===== src/rtl/mult_pkg.sv =====
// Shared definitions for the sequential multiplier: FSM state encodings and default width.
package mult_pkg;

  typedef enum logic [1:0] {
    ST_IDLE = 2'd0,
    ST_RUN  = 2'd1,
    ST_DONE = 2'd2
  } state_t;

  localparam int MULT_WIDTH = 8;

endpackage


===== src/rtl/add_sub_n.sv =====
// Ripple-carry adder with optional B inversion; sub=1 with cin=1 gives a - b.
module add_sub_n #(
  parameter int WIDTH = 8
) (
  input  logic [WIDTH-1:0] a,
  input  logic [WIDTH-1:0] b,
  input  logic             sub,
  input  logic             cin,
  output logic [WIDTH-1:0] sum,
  output logic             cout
);

  logic [WIDTH:0] carry;

  assign carry[0] = cin;

  generate
    for (genvar gi = 0; gi < WIDTH; gi++) begin : g_bit
      logic bx;
      assign bx          = b[gi] ^ sub;
      assign sum[gi]     = a[gi] ^ bx ^ carry[gi];
      assign carry[gi+1] = (a[gi] & bx) | (carry[gi] & (a[gi] ^ bx));
    end
  endgenerate

  assign cout = carry[WIDTH];

endmodule


===== src/rtl/mult_seq.sv =====
// Iterative shift-add multiplier, one product bit per clock; signed operands are
// multiplied as magnitudes and the result is negated on the final step.
module mult_seq
  import mult_pkg::*;
#(
  parameter int WIDTH = MULT_WIDTH
) (
  input  logic               clk,
  input  logic               rst,
  input  logic               start,
  input  logic               signed_mode,
  input  logic [WIDTH-1:0]   a,
  input  logic [WIDTH-1:0]   b,
  output logic               ready,
  output logic               busy,
  output logic               done,
  output logic [2*WIDTH-1:0] mr
);

  localparam int CNT_W = $clog2(WIDTH + 1);

  state_t             state_reg, state_next;
  logic [CNT_W-1:0]   cnt_reg;
  logic [WIDTH-1:0]   mcand_reg;
  logic [2*WIDTH-1:0] acc_reg;
  logic               neg_reg;
  logic [2*WIDTH-1:0] mr_reg;
  logic               done_reg;

  logic               accept;
  logic               last;
  logic [WIDTH-1:0]   a_mag, b_mag;
  logic [WIDTH-1:0]   add_sum;
  logic               add_cout;
  logic [2*WIDTH-1:0] acc_step;
  logic [2*WIDTH-1:0] neg_sum;
  logic               neg_zero;
  logic [2*WIDTH-1:0] mr_next;

  assign accept = start && (state_reg != ST_RUN);
  assign last   = (state_reg == ST_RUN) && (cnt_reg == CNT_W'(WIDTH - 1));

  // Magnitudes fit in WIDTH bits unsigned, including the most negative value.
  assign a_mag = (signed_mode && a[WIDTH-1]) ? -a : a;
  assign b_mag = (signed_mode && b[WIDTH-1]) ? -b : b;

  add_sub_n #(.WIDTH(WIDTH)) u_step_add (
    .a    (acc_reg[2*WIDTH-1:WIDTH]),
    .b    (mcand_reg & {WIDTH{acc_reg[0]}}),
    .sub  (1'b0),
    .cin  (1'b0),
    .sum  (add_sum),
    .cout (add_cout)
  );

  // The consumed multiplier bit falls off the bottom as the carry enters the top.
  assign acc_step = {add_cout, add_sum, acc_reg[WIDTH-1:1]};

  add_sub_n #(.WIDTH(2 * WIDTH)) u_negate (
    .a    ('0),
    .b    (acc_step),
    .sub  (1'b1),
    .cin  (1'b1),
    .sum  (neg_sum),
    .cout (neg_zero)
  );

  assign mr_next = (neg_reg && !neg_zero) ? neg_sum : acc_step;

  always_comb begin
    state_next = state_reg;
    case (state_reg)
      ST_IDLE: if (start) state_next = ST_RUN;
      ST_RUN:  if (last)  state_next = ST_DONE;
      ST_DONE: state_next = start ? ST_RUN : ST_IDLE;
      default: state_next = ST_IDLE;
    endcase
  end

  always_ff @(posedge clk or negedge rst) begin
    if (!rst) begin
      state_reg <= ST_IDLE;
      cnt_reg   <= '0;
      mcand_reg <= '0;
      acc_reg   <= '0;
      neg_reg   <= 1'b0;
      mr_reg    <= '0;
      done_reg  <= 1'b0;
    end else begin
      state_reg <= state_next;
      done_reg  <= last;
      if (accept) begin
        mcand_reg <= a_mag;
        acc_reg   <= {{WIDTH{1'b0}}, b_mag};
        neg_reg   <= signed_mode & (a[WIDTH-1] ^ b[WIDTH-1]);
        cnt_reg   <= '0;
      end else if (state_reg == ST_RUN) begin
        acc_reg <= acc_step;
        cnt_reg <= cnt_reg + CNT_W'(1);
        if (last) mr_reg <= mr_next;
      end
    end
  end

  assign ready = (state_reg != ST_RUN);
  assign busy  = (state_reg == ST_RUN);
  assign done  = done_reg;
  assign mr    = mr_reg;

endmodule


===== config.mk =====
export PLATFORM = sky130hd
export DESIGN_NAME = mult_seq
export DESIGN_NICKNAME = d
export VERILOG_FILES = /design/src/rtl/mult_pkg.sv /design/src/rtl/add_sub_n.sv /design/src/rtl/mult_seq.sv
export SDC_FILE = /design/constraint.sdc
export NUM_CORES = 1
export LEC_CHECK = 0
export ABC_AREA = 1
export CAP_MARGIN = 20
export CORE_MARGIN = 8
export CORE_UTILIZATION = 40
export CTS_BUF_LIST = sky130_fd_sc_hd__clkbuf_4 sky130_fd_sc_hd__clkbuf_8
export DETAILED_ROUTE_END_ITERATION = 8
export GPL_ROUTABILITY_DRIVEN = 0
export PLACE_DENSITY = 0.72
export SLEW_MARGIN = 10
export SYNTH_ARGS = -nofsm -noshare
export SYNTH_HDL_FRONTEND = slang
export SYNTH_SLANG_ARGS = --single-unit

===== constraint.sdc =====
create_clock -name clk -period 4.99 [get_ports clk]
set_input_delay 0.998 -clock clk [delete_from_list [all_inputs] [get_ports clk]]
set_output_delay 0.998 -clock clk [all_outputs]
set_load 0.1 [all_outputs]

==> flow_summary.toml <==
[layout]
layout-drive-gt1-share_pct = 8.201
syn_to_final_growth_pct = 19.03
fillCellCount = 723
final_nets = 423
stdcell_count = 477
diodes = 0

[worst_setup_path]
crit_required_ns = 5.16
crit_arrival_ns = 4.88
path_cells = "nand2_1, inv_1, ha_1, inv_1, fa_1, fa_1, inv_1, fa_1, fa_1, fa_1, fa_1, fa_1, inv_1, ha_1, ha_1, or2_2, o21ai_0, o21ai_2"
r2r_slack_ns = 0.28
critPathCaptureType = "flop"
slowest_delay_ns = 0.49
crit_top_cell = "fa_1"
critPathMaxFanout = 30
critPathTopFamily = "adder cells"
startpoint = "acc_reg[0]"
worstSetupStartpointType = "flop"
path_buf_inv = 4
reg2reg_from = "acc_reg[0]"
critical-path-slowest-cell = "fa_1"
criticalPathCategory = "flop to flop"

[sta]
fin_crit_ns = 4.711
tightest_slew_ns = 0.9779
fin_hold_ws_ns = 0.4869
finalSetupTns_ns = 0
hold_viol_final = 0
clock.fmax_ghz = 0.2123
grt_setup_unrepaired = "no"
post-route-period-util_pct = 94.41
maxSlewViolCount = 0
fin_ws_ns = 0.2791
setup_viol = 0
slew_headroom_pct = 34.60
skew_ns = 0.006810

[place]
dp_hpwl_um = 4276
port_buffers = 38
dp_cells = 468
pre_cts_ws_ns = 0.2203

[route]
drt_wl_total_um = 5665
wl_met2_um = 2477
route.vias.total = 2265
drt-wirelength-per-cell_um = 11.88
dr_wl_met3_um = 249
drt_iter0_markers = 135
first_pass_iters = 4
wl_met1_um = 2861
drc = 0
ant_nets = 0
top_layer_used = "met4"
via_per_inst = 4.748

[logic_synthesis]
synth_top_family_by_area = "simple AND/OR/NAND/NOR gates"
synth_warnings = 0
synthesis.area_um2 = 2860
synth_ff_type = "dfrtp_1"
synth-compound-area-share_pct = 15.35
synth_xor_area_share_pct = 1.225
synthMuxAreaShare_pct = 0
yosysSeqAreaShare_pct = 41.99
synth-simple-area-share_pct = 18.64
yosys_register_bits = 48
avgSynthCellArea_um2 = 8.315
synth_nets = 390
synth_fa_ha_area_share_pct = 13.21
yosysUniqueCellTypes = 28
synth_cells = 344
async_flop_share_pct = 100.0
synth_enable_flop_cells = 0

[clock_tree]
numClockSinks = 48
cts_tree = "done"
h-tree-depth = 2
post_cts_buffers = 0
cts_made_buffers = 5
cts_root_buf = "clkbuf_8"
worst_skew_pair.late_latency_ns = 0.30
clock_path_buffers = 2
path_clk_slew_ns = 0.08
hold_buffers = 0

[floorplanning]
core_um2 = 7098
io_pins = 39
die_w_um = 100.6
num_rows = 31
fp.dieH_um = 100.6
die-area_um2 = 10110
start_util_pct = 40.30

[global_route]
antenna_found_initial = 0
grt_max_degree = 49
grt_pass1_wl_um = 10250
grt.total_usage_pct = 12.51
grt_overflow_total = 0
grt_pass1_vias = 2248

[power_and_ir_drop]
p_switching_uw = 1251
p_clk_share_pct = 11.8
power_frac_seq_pct = 28.2
p_leak_uw = 0.001718
combPwrFrac_pct = 59.9
p_total_uw = 2371
swShare_pct = 52.76
power_density_nw_per_um2 = 696.4
internal-power_uw = 1120
peakVddDrop_mv = 0.2332

[status]
outcome = "finished clean"

[worst_hold_path]
min_from = "mr[0]"
hold_path.class = "flop to flop"

[job]
maxCapViolations = 0
==> timing repair <==
item                                    in CTS  in global routing
gates resized for setup                      0                  1
endpoints found under the hold margin        0                  0
endpoints found under the setup margin       0                 15
==> worst paths after layout <==
kind,end,cells after the start
hold reg to reg,mr[0],2
min in group asynchronous,cnt_reg[2],1
hold / removal,mr[0],2
setup / recovery,mr[2],18
max in group asynchronous,mr[7],2
setup reg to reg,mr[2],18
==> logic make-up (layout without fill, tap and decap cells) <==
| family | Yosys count | after routing |
|---|---|---|
| simple gates | 129 | 129 |
| compound gates | 74 | 74 |
| flops | 48 | 48 |
| buf+inv | 63 | 97 |
| xor+xnor | 4 | 4 |
| fa+ha+maj | 26 | 26 |
==> Yosys cell counts, types with 2 or more instances <==
| library cell | n | area, um2 |
|---|---|---|
| nand2_1 | 88 | 330.3 |
| dfrtp_1 | 48 | 1201 |
| inv_1 | 47 | 176.4 |
| o21ai_0 | 40 | 200.2 |
| nand3_1 | 21 | 105.1 |
| ha_1 | 19 | 237.7 |
| o21ai_2 | 14 | 122.6 |
| nor2_1 | 13 | 48.80 |
| a21oi_1 | 7 | 35.03 |
| fa_1 | 7 | 140.1 |
| buf_2 | 6 | 30.03 |
| o21ai_1 | 6 | 30.03 |
| xor2_1 | 4 | 35.03 |
| buf_6 | 3 | 33.78 |
| o22ai_1 | 3 | 18.77 |
| buf_4 | 2 | 15.01 |
| clkbuf_1 | 2 | 7.510 |
| inv_2 | 2 | 7.510 |
| nand2_2 | 2 | 12.51 |
| nand4_1 | 2 | 12.51 |
==> power groups by stage <==
stage / Clock [uW] / Combinational (uW) / Sequential, uW
floorplan: 0 / 738 / 1050
global placement: 0 / 1380 / 670
detailed placement: 0 / 1420 / 677
CTS: 291 / 1430 / 670
global route: 304 / 1580 / 694
finish: 281 / 1420 / 669
==> area by class of cell <==
class | count | area (um2) | share of cell area (%)
multi-input combinational | 233 | 1385 | 40.68
sequential | 48 | 1201 | 35.28
timing repair buffer | 39 | 395.4 | 11.61
inverter | 50 | 187.7 | 5.513
tap | 99 | 123.9 | 3.638
clock buffer | 6 | 76.32 | 2.242
clock inverter | 2 | 35.03 | 1.029
==> tightest hold or removal path: stages (launching register included) <==
cell,delay [ns]
dfrtp_1,0.35
nand2_1,0.06
o21ai_2,0.04
==> through the flow <==
stage	cell area [um2]	util, %
detailed placement	3273	46.11
global route	3405	47.96
floorplan	2860	-
global placement	3273	46.11
CTS	3385	47.68
finish	3405	47.96
==> layer usage <==
metal / GRT usage (%) / vias up
li1: - / 1167
met1: 17.27 / 1038
met2: 19.18 / 54
met3: 2.279 / 6
met4: 4.186 / 0
met5: 0 / -
==> placed cells by master (no fill, tap or decap) <==
| cell | synthesis | final |
|---|---|---|
| o221ai_1 | 1 | 1 |
| o21ai_0 | 40 | 40 |
| xor2_1 | 4 | 4 |
| buf_2 | 6 | 1 |
| clkinv_2 | 0 | 1 |
| nand2_1 | 88 | 88 |
| nor2_1 | 13 | 13 |
| nand4_1 | 2 | 2 |
| o21ai_1 | 6 | 6 |
| o21bai_1 | 1 | 1 |
| clkbuf_4 | 0 | 1 |
| inv_2 | 2 | 2 |
| fa_1 | 7 | 7 |
| ha_1 | 19 | 19 |
| clkinv_1 | 1 | 1 |
| nand2_2 | 2 | 2 |
| nor2_2 | 1 | 1 |
| clkbuf_8 | 0 | 5 |
| or2_2 | 0 | 1 |
| o21ai_2 | 14 | 14 |
| buf_12 | 0 | 1 |
| bufinv_16 | 0 | 1 |
| dfrtp_1 | 48 | 48 |
| inv_1 | 47 | 47 |
| nand3_1 | 21 | 21 |
| o22ai_1 | 3 | 3 |
| a22o_1 | 1 | 1 |
| a21o_1 | 1 | 1 |
| clkdlybuf4s50_1 | 0 | 37 |
| a21oi_1 | 7 | 7 |
| nor2_4 | 1 | 1 |
Power figures use the tool's default switching activity.
